--- config.mk ---
export PLATFORM = sky130hd
export DESIGN_NAME = systolic_skew_feeder_flat
export DESIGN_NICKNAME = d
export VERILOG_FILES = /design/src/rtl/systolic_skew_feeder_pkg.sv /design/src/rtl/systolic_skew_feeder_if.sv /design/src/rtl/systolic_skew_feeder_skew_lane.sv /design/src/rtl/systolic_skew_feeder.sv /design/src/flat_wrapper.sv
export SDC_FILE = /design/constraint.sdc
export NUM_CORES = 1
export LEC_CHECK = 0
export BUFFER_PORTS_ARGS = -buffer_cell sky130_fd_sc_hd__buf_4
export CORE_MARGIN = 5
export CORE_UTILIZATION = 48
export DETAILED_ROUTE_END_ITERATION = 10
export PLACE_DENSITY = 0.87
export REMOVE_ABC_BUFFERS = 1
export SYNTH_ARGS = -nofsm -noshare
export SYNTH_HDL_FRONTEND = slang
export SYNTH_HIERARCHICAL = 1
export SYNTH_SLANG_ARGS = --single-unit
--- constraint.sdc ---
create_clock -name clock -period 3.4 [get_ports clock]
set_input_delay 0.34 -clock clock [delete_from_list [all_inputs] [get_ports clock]]
set_output_delay 0.34 -clock clock [all_outputs]
set_load 0.03 [all_outputs]
--- src/rtl/systolic_skew_feeder_pkg.sv ---
// ---------------------------------------------------------------------------
// systolic_pkg
//   Shared sizes and types for the 4x4 systolic feed stage.
//   N     : array dimension (rows = cols = N)
//   W     : operand element width in bits
//   CNT_W : step counter width, must be able to hold 3N-1
//   IDX_W : bits needed to select one of N elements
//   elem_t / lane_t / mat_t : element, one edge (N lanes), full N x N matrix.
//   mat_t is packed row-major, so element [r][c] sits at bit (r*N+c)*W.
//   feeder_state_e : readable view of the feeder FSM for debug ports.
// ---------------------------------------------------------------------------
package systolic_pkg;
  localparam int N     = 4;
  localparam int W     = 8;
  localparam int CNT_W = 4;
  localparam int IDX_W = (N > 1) ? $clog2(N) : 1;

  typedef logic [W-1:0]          elem_t;
  typedef elem_t [N-1:0]         lane_t;
  typedef elem_t [N-1:0][N-1:0]  mat_t;

  typedef enum logic [1:0] {
    IDLE  = 2'd0,
    CLEAR = 2'd1,
    FEED  = 2'd2,
    DRAIN = 2'd3
  } feeder_state_e;
endpackage

--- src/rtl/systolic_skew_feeder_if.sv ---
// ---------------------------------------------------------------------------
// systolic_skew_feeder_if
//   Bundles the operand-load handshake and the array-side edge outputs.
//   Signals:
//     load_valid   : producer has matrix_a/matrix_b valid this cycle
//     load_ready   : feeder can accept a load (only while idle)
//     matrix_a/b   : operand matrices, row-major packed (mat_t)
//     a_edge/b_edge: west / north edge lanes into the array
//     elem_clear_n : active-low accumulator clear to every array element
//     busy, done   : status; done is a one-cycle completion pulse
//   Handshake: a load transfers on a rising clock edge where load_valid and
//   load_ready are both 1. load_valid is ignored while load_ready is 0, and
//   matrix_a/matrix_b only need to be stable in the transfer cycle.
//   Modports: master = operand producer / observer, slave = the feeder.
// ---------------------------------------------------------------------------
interface systolic_skew_feeder_if;
  logic               load_valid;
  logic               load_ready;
  systolic_pkg::mat_t matrix_a;
  systolic_pkg::mat_t matrix_b;
  systolic_pkg::lane_t a_edge;
  systolic_pkg::lane_t b_edge;
  logic               elem_clear_n;
  logic               busy;
  logic               done;

  modport master (
    output load_valid, matrix_a, matrix_b,
    input  load_ready, a_edge, b_edge, elem_clear_n, busy, done
  );

  modport slave (
    input  load_valid, matrix_a, matrix_b,
    output load_ready, a_edge, b_edge, elem_clear_n, busy, done
  );
endinterface

--- src/rtl/systolic_skew_feeder_skew_lane.sv ---
// ---------------------------------------------------------------------------
// skew_lane
//   One edge lane of the feeder. Selects element (step - L) of its N captured
//   operands while the step lies in the lane's window [L, L+N), otherwise
//   emits zero, and registers the result.
//   Parameter L : lane offset (diagonal skew) of this lane.
//   Ports:
//     clock, reset : rising-edge clock, synchronous active-low reset
//     elems_i      : the N operands this lane walks through, index k = 0..N-1
//     feed_i       : the next cycle is a FEED cycle
//     step_i       : the step value of the next cycle
//     edge_o       : registered lane output (value for the current step)
// ---------------------------------------------------------------------------
module skew_lane
  import systolic_pkg::*;
#(
  parameter int L = 0
) (
  input  logic             clock,
  input  logic             reset,
  input  lane_t            elems_i,
  input  logic             feed_i,
  input  logic [CNT_W-1:0] step_i,
  output elem_t            edge_o
);
  localparam logic [CNT_W-1:0] L_C = CNT_W'(L);
  localparam logic [CNT_W-1:0] N_C = CNT_W'(N);

  logic             borrow;
  logic [CNT_W-1:0] idx;
  logic             in_win;
  elem_t            edge_d;
  elem_t            edge_q;

  // step - L in CNT_W bits; the borrow bit says step < L (before the window).
  assign {borrow, idx} = {1'b0, step_i} - {1'b0, L_C};
  assign in_win        = feed_i && !borrow && (idx < N_C);

  always_comb begin
    edge_d = '0;
    if (in_win) begin
      edge_d = elems_i[idx[IDX_W-1:0]];
    end
  end

  always_ff @(posedge clock) begin
    if (!reset) begin
      edge_q <= '0;
    end else begin
      edge_q <= edge_d;
    end
  end

  assign edge_o = edge_q;
endmodule

--- src/rtl/systolic_skew_feeder.sv ---
// ---------------------------------------------------------------------------
// systolic_skew_feeder
//   Feed stage for the N x N systolic multiply array. Captures A and B over a
//   valid/ready load, clears the array accumulators for one cycle, then
//   streams A rows onto the west edge and B columns onto the north edge with
//   a one-cycle-per-lane diagonal skew and zero padding.
//   FSM: IDLE -> CLEAR -> FEED (2N-1 steps) -> [DRAIN (N cycles)] -> IDLE.
//   done pulses in the first IDLE cycle; a load in that cycle starts the next
//   job with no bubble.
//   Build option: SKEW_FEEDER_DRAIN_EN adds the DRAIN state so done is only
//   raised once the last array element holds its final sum.
//   Ports:
//     clock       : rising-edge clock
//     reset       : synchronous active-low reset (aborts any job, no done)
//     bus         : systolic_skew_feeder_if.slave (load + edge outputs)
//     dbg_state_o : current FSM state
//   Every output comes straight from a register.
// ---------------------------------------------------------------------------
module systolic_skew_feeder
  import systolic_pkg::*;
(
  input  logic                         clock,
  input  logic                         reset,
  systolic_skew_feeder_if.slave        bus,
  output feeder_state_e                dbg_state_o
);
  localparam logic [1:0] ST_IDLE  = 2'd0;
  localparam logic [1:0] ST_CLEAR = 2'd1;
  localparam logic [1:0] ST_FEED  = 2'd2;
  localparam logic [1:0] ST_DRAIN = 2'd3;

  localparam logic [CNT_W-1:0] LAST_FEED  = CNT_W'(2*N-2);
  localparam logic [CNT_W-1:0] LAST_DRAIN = CNT_W'(N-1);

  if ((3*N-1) >= (1 << CNT_W)) begin : g_cnt_w_check
    $error("CNT_W is too narrow to hold 3N-1");
  end

  logic [1:0]       state_q, state_d;
  logic [CNT_W-1:0] step_q, step_d;
  logic             capture;
  logic             done_d;
  logic             feed_d;
  mat_t             a_q, b_q;
  logic             load_ready_q;
  logic             busy_q;
  logic             clear_n_q;
  logic             done_q;
  lane_t            a_edge_w, b_edge_w;
  lane_t            b_col [N];

  always_comb begin
    state_d = state_q;
    step_d  = step_q;
    capture = 1'b0;
    done_d  = 1'b0;
    case (state_q)
      ST_IDLE: begin
        if (bus.load_valid) begin
          capture = 1'b1;
          state_d = ST_CLEAR;
        end
      end
      ST_CLEAR: begin
        state_d = ST_FEED;
        step_d  = '0;
      end
      ST_FEED: begin
        if (step_q == LAST_FEED) begin
          step_d = '0;
`ifdef SKEW_FEEDER_DRAIN_EN
          state_d = ST_DRAIN;
`else
          state_d = ST_IDLE;
          done_d  = 1'b1;
`endif
        end else begin
          step_d = step_q + 1'b1;
        end
      end
      ST_DRAIN: begin
        if (step_q == LAST_DRAIN) begin
          step_d  = '0;
          state_d = ST_IDLE;
          done_d  = 1'b1;
        end else begin
          step_d = step_q + 1'b1;
        end
      end
      default: begin
        state_d = ST_IDLE;
        step_d  = '0;
      end
    endcase
  end

  // Lanes register the value for the *next* step so the port shows step s
  // during the cycle in which step_q == s.
  assign feed_d = (state_d == ST_FEED);

  always_ff @(posedge clock) begin
    if (!reset) begin
      state_q      <= ST_IDLE;
      step_q       <= '0;
      load_ready_q <= 1'b1;
      busy_q       <= 1'b0;
      clear_n_q    <= 1'b1;
      done_q       <= 1'b0;
      a_q          <= '0;
      b_q          <= '0;
    end else begin
      state_q      <= state_d;
      step_q       <= step_d;
      load_ready_q <= (state_d == ST_IDLE);
      busy_q       <= (state_d != ST_IDLE);
      clear_n_q    <= (state_d != ST_CLEAR);
      done_q       <= done_d;
      if (capture) begin
        a_q <= bus.matrix_a;
        b_q <= bus.matrix_b;
      end
    end
  end

  // Column j of B, element k = B[k][j], feeds north lane j.
  for (genvar j = 0; j < N; j++) begin : g_b_col
    for (genvar k = 0; k < N; k++) begin : g_b_elem
      assign b_col[j][k] = b_q[k][j];
    end
  end

  for (genvar i = 0; i < N; i++) begin : g_lanes
    skew_lane #(.L(i)) u_a_lane (
      .clock   (clock),
      .reset   (reset),
      .elems_i (a_q[i]),
      .feed_i  (feed_d),
      .step_i  (step_d),
      .edge_o  (a_edge_w[i])
    );
    skew_lane #(.L(i)) u_b_lane (
      .clock   (clock),
      .reset   (reset),
      .elems_i (b_col[i]),
      .feed_i  (feed_d),
      .step_i  (step_d),
      .edge_o  (b_edge_w[i])
    );
  end

  assign bus.load_ready   = load_ready_q;
  assign bus.busy         = busy_q;
  assign bus.elem_clear_n = clear_n_q;
  assign bus.done         = done_q;
  assign bus.a_edge       = a_edge_w;
  assign bus.b_edge       = b_edge_w;
  assign dbg_state_o      = feeder_state_e'(state_q);
endmodule
--- src/flat_wrapper.sv ---
// flat-port wrapper written by rule: the top's interface ports become plain ports
module systolic_skew_feeder_flat import systolic_pkg::*;
  (clock, reset, dbg_state_o, bus_load_valid, bus_matrix_a, bus_matrix_b, bus_load_ready, bus_a_edge, bus_b_edge, bus_elem_clear_n, bus_busy, bus_done);
  systolic_skew_feeder_if bus_i ();
  input  logic clock;
  input  logic reset;
  output feeder_state_e dbg_state_o;
  input wire logic [$bits(bus_i.load_valid)-1:0] bus_load_valid;
  input wire logic [$bits(bus_i.matrix_a)-1:0] bus_matrix_a;
  input wire logic [$bits(bus_i.matrix_b)-1:0] bus_matrix_b;
  output wire logic [$bits(bus_i.load_ready)-1:0] bus_load_ready;
  output wire logic [$bits(bus_i.a_edge)-1:0] bus_a_edge;
  output wire logic [$bits(bus_i.b_edge)-1:0] bus_b_edge;
  output wire logic [$bits(bus_i.elem_clear_n)-1:0] bus_elem_clear_n;
  output wire logic [$bits(bus_i.busy)-1:0] bus_busy;
  output wire logic [$bits(bus_i.done)-1:0] bus_done;
  assign bus_i.load_valid = bus_load_valid;
  assign bus_i.matrix_a = bus_matrix_a;
  assign bus_i.matrix_b = bus_matrix_b;
  assign bus_load_ready = bus_i.load_ready;
  assign bus_a_edge = bus_i.a_edge;
  assign bus_b_edge = bus_i.b_edge;
  assign bus_elem_clear_n = bus_i.elem_clear_n;
  assign bus_busy = bus_i.busy;
  assign bus_done = bus_i.done;
  systolic_skew_feeder u_core (.clock(clock), .reset(reset), .bus(bus_i), .dbg_state_o(dbg_state_o));
endmodule
==> results by group <==
Route
  – WL per Instance: 16.8 um
  – Final ANT Viol Nets: 0
  – Routed via count: 11,000
  – Final wirelength: 34.6 mm
  – Pre-antenna DRT Iters: 7
  – Initial DRC count: 846
  – Via-to-Cell Ratio: 5.31
  – Detailed-route DRC error count: 0

Synth
  – Ranking of synthesized cells by area: dfxtp_1 51%, nand2_1 15%, a21oi_1 10%
  – Leading area contributor after synthesis: dfxtp_1
  – Syn. warnings: 6
  – Commonest register cell after synthesis: dfxtp_1
  – Most common cell in the synthesized netlist: nand2_1
  – Synth async-reset ratio: 0
  – Synth cell types: 40
  – Synth Area in XOR/XNOR: 0.00519
  – Simple-gate share of the synthesized area: 0.206
  – Largest family of logic cells by synthesized area: simple AND/OR/NAND/NOR gates
  – EDFF count, synth: 0
  – Mapped Avg Cell Area: 9.15 um2
  – Synth Area in Adders: 0.00769
  – Cells after Synth: 1,423
  – Synth Area in Compound Gates: 0.112
  – Yosys reg bits: 330
  – Post-synthesis sequential area ratio: 0.508
  – Post-synth top area share: 0.508
  – Post-Syn Area: 0.0130 mm2
  – Most instantiated cells after synthesis: 518 x nand2_1, 330 x dfxtp_1, 260 x a21oi_1
  – Mux cell area share after synthesis: 0.115

Die
  – Core ar.: 0.0268 mm2
  – Die area: 0.0305 mm2
  – # rows: 60
  – Die Ht: 175 um
  – Die Wd: 175 um
  – # IOs: 329
  – Initial Util: 0.486

Cells and area
  – Final nets: 1,964
  – Design area: 0.0167 mm2
  – P&R area growth vs syn: 28.6%
  – Share of layout cells above drive strength 1: 0.268
  – # fillers: 2,118

STA
  – Clk_skew: 0.0148 ns
  – Slew @ Worst Pin: 1.46 ns
  – Max-slew violation count: 0
  – Final period utilization: 0.807
  – Final setup viols: 0
  – Final hold vios: 0
  – Tmin final: 2.74 ns
  – Setup TNS: 0 ns
  – RSZ-0062 raised after global routing: false
  – Max Freq: 365 MHz
  – Rel. slew slack: 0.0290

Critical path
  – Worst setup path start: u_core/step_q[0]
  – CP Class: flop to flop
  – Crit path to: u_core/g_lanes[3].u_b_lane/edge_o[0]
  – Req. time, crit path: 3.77 ns
  – Worst Setup Start Kind: flop
  – R2R Setup Slk: 0.66 ns
  – Reg2Reg Depth: 7
  – Crit Path Max Fanout: 17
  – Reg2reg end: u_core/g_lanes[3].u_b_lane/edge_o[0]
  – Crit path top cell by count: ha_1
  – CP max-delay cell: ha_1
  – Crit. End Element: flop
  – Critical Path AT: 3.11 ns
  – Worst r2r src: u_core/step_q[0]
  – Critical Path, Cell by Cell: ha_1 > nand3b_1 > nand4b_1 > nand3_2 > ha_1 > mux4_1 > nor2b_1
  – Critical Path Max Stage Delay: 0.67 ns

Status
  – Status: complete, no violations

Clocking
  – CTS resizes: 0
  – CTS tree: built
  – Clock slew at reported path FFs: 0.07 ns
  – Root buffer cell: clkbuf_16
  – Clock tree sinks: 330
  – Clock tree buffer depth: 3
  – # hold bufs at CTS: 0
  – Worst-skew pair later-pin latency: 0.50 ns
  – # H-tree levels: 2
  – Setup bufs post-CTS: 0
  – CTS buffer count: 35

Job
  – Maxcap violations: 0

Global route
  – M1 GR Usage: 0.254
  – GRT overflow: 0
  – Antenna violations before repair: 1
  – Vias in the first global route: 11,000
  – First-pass GRT wire length: 54.7 mm
  – Met2 GRT Util: 0.384
  – Gr usage total: 0.215
  – Largest net degree at the start of global routing: 259
  – Met3 Usage GRT: 0.0541
  – Busiest grt layer: met2

Power and ir drop
  – Power density over cell area: 559 mW/mm2
  – Worst vdd ir: 0.354 mV
  – Pwr Total: 9.36 mW
  – Leakage power: 6.82 nW

Placement
  – Port Buffers: 328
  – HPWL Detailed: 23.3 mm
  – Placed Area: 0.0155 mm2
  – RePlAce Congestion: 0.805

Min path
  – Hold Path Class: input pin to flop
[metal layers]
metal	vias to the layer above	part of all wire	routed length (um)
li1	5328	-	-
met1	5151	0.38	13300
met2	417	0.51	17800
met3	74	0.073	2520
met4	0	0.029	1000
met5	-	0	0
[where the power goes]
| group | switching, mW | internal [mW] | total [mW] |
|---|---|---|---|
| Clock | 1.50 | 2.42 | 3.92 |
| Sequential | 0.113 | 4.09 | 4.20 |
| Combinational | 0.640 | 0.596 | 1.24 |
[layout by cell type (no fill, tap or decap), types with 3 or more instances in the layout]
cell / count
nand3_1: 5
a21oi_1: 259
inv_1: 10
nor2b_1: 19
buf_12: 4
clkinv_2: 6
nor3b_2: 4
and2_1: 20
bufinv_16: 4
clkbuf_16: 37
o21ai_0: 4
a211oi_1: 3
a21o_1: 3
dfxtp_1: 330
xnor2_1: 4
mux4_2: 48
clkbuf_1: 8
clkbuf_8: 6
nand3b_1: 4
nor2_1: 5
nand2_1: 518
ha_1: 8
mux4_1: 16
buf_4: 336
nor3b_1: 30
[sequential cells by signal, summed over array words and instances, names as in the netlist]
name                            flops
u_core/step_q                       4
u_core/bus.elem_clear_n             1
u_core/b_col                      128
u_core/g_lanes.u_a_lane/edge_o     32
u_core/bus.done                     1
u_core/dbg_state_o                  2
u_core/a_q                        128
u_core/g_lanes.u_b_lane/edge_o     32
u_core/bus.busy                     1
u_core/bus.load_ready               1
[worst min-delay path by stage]
stage / startpoint / end / slack, ns / cells after the start
4_1_cts: bus_matrix_a[8] / u_core/a_q[8] / 0.06 / 3
2_1_floorplan: reset / u_core/bus.load_ready / 0.42 / 1
5_1_grt: bus_matrix_b[9] / u_core/b_col[65] / 0.07 / 3
3_5_place_dp: u_core/b_col[4] / u_core/b_col[4] / 0.44 / 2
3_3_place_gp: u_core/b_col[24] / u_core/b_col[24] / 0.44 / 2
6_report: bus_matrix_a[8] / u_core/a_q[8] / 0.09 / 3
[cell families (layout without fill, tap and decap cells)]
group | after synthesis | after routing
AND/OR/NAND/NOR | 621 | 621
flip-flops | 330 | 330
AO/OA/AOI/OAI | 280 | 280
buffers and inverters | 114 | 413
multiplexers | 64 | 64
adder cells (fa/ha/maj) | 8 | 8
XOR/XNOR | 6 | 6
other | 0 | 1
[worst max-delay path, delay by kind of cell (launching register included)]
| kind | cells | cell delay (ns) |
|---|---|---|
| mux | 1 | 0.34 |
| fa+ha+maj | 2 | 0.95 |
| flops | 1 | 0.40 |
| simple gates | 4 | 0.92 |
[layout make-up]
class / count / area (um2) / share of cell area
Sequential cell: 330 / 6610 / 0.395
Multi-Input combinational cell: 979 / 5850 / 0.350
Timing Repair Buffer: 340 / 2600 / 0.156
Clock buffer: 51 / 1040 / 0.0621
Tap cell: 341 / 427 / 0.0255
Clock inverter: 11 / 158 / 0.00942
Inverter: 11 / 48.8 / 0.00292
Antenna cell: 1 / 2.50 / 0.000150
[per-stage QoR]
stage	utilization	worst slack, ns	instances	hold slack, ns
after detailed placement	0.580	0.662	2001	0.444
after global routing	0.624	0.491	2064	0.0714
after floorplan	-	-4.76	1320	0.416
final	0.624	0.657	2064	0.0862
after CTS	0.624	0.638	2063	0.0613
after global placement	0.580	0.786	2001	0.438
Note: power is estimated with default switching activity, not from simulation.
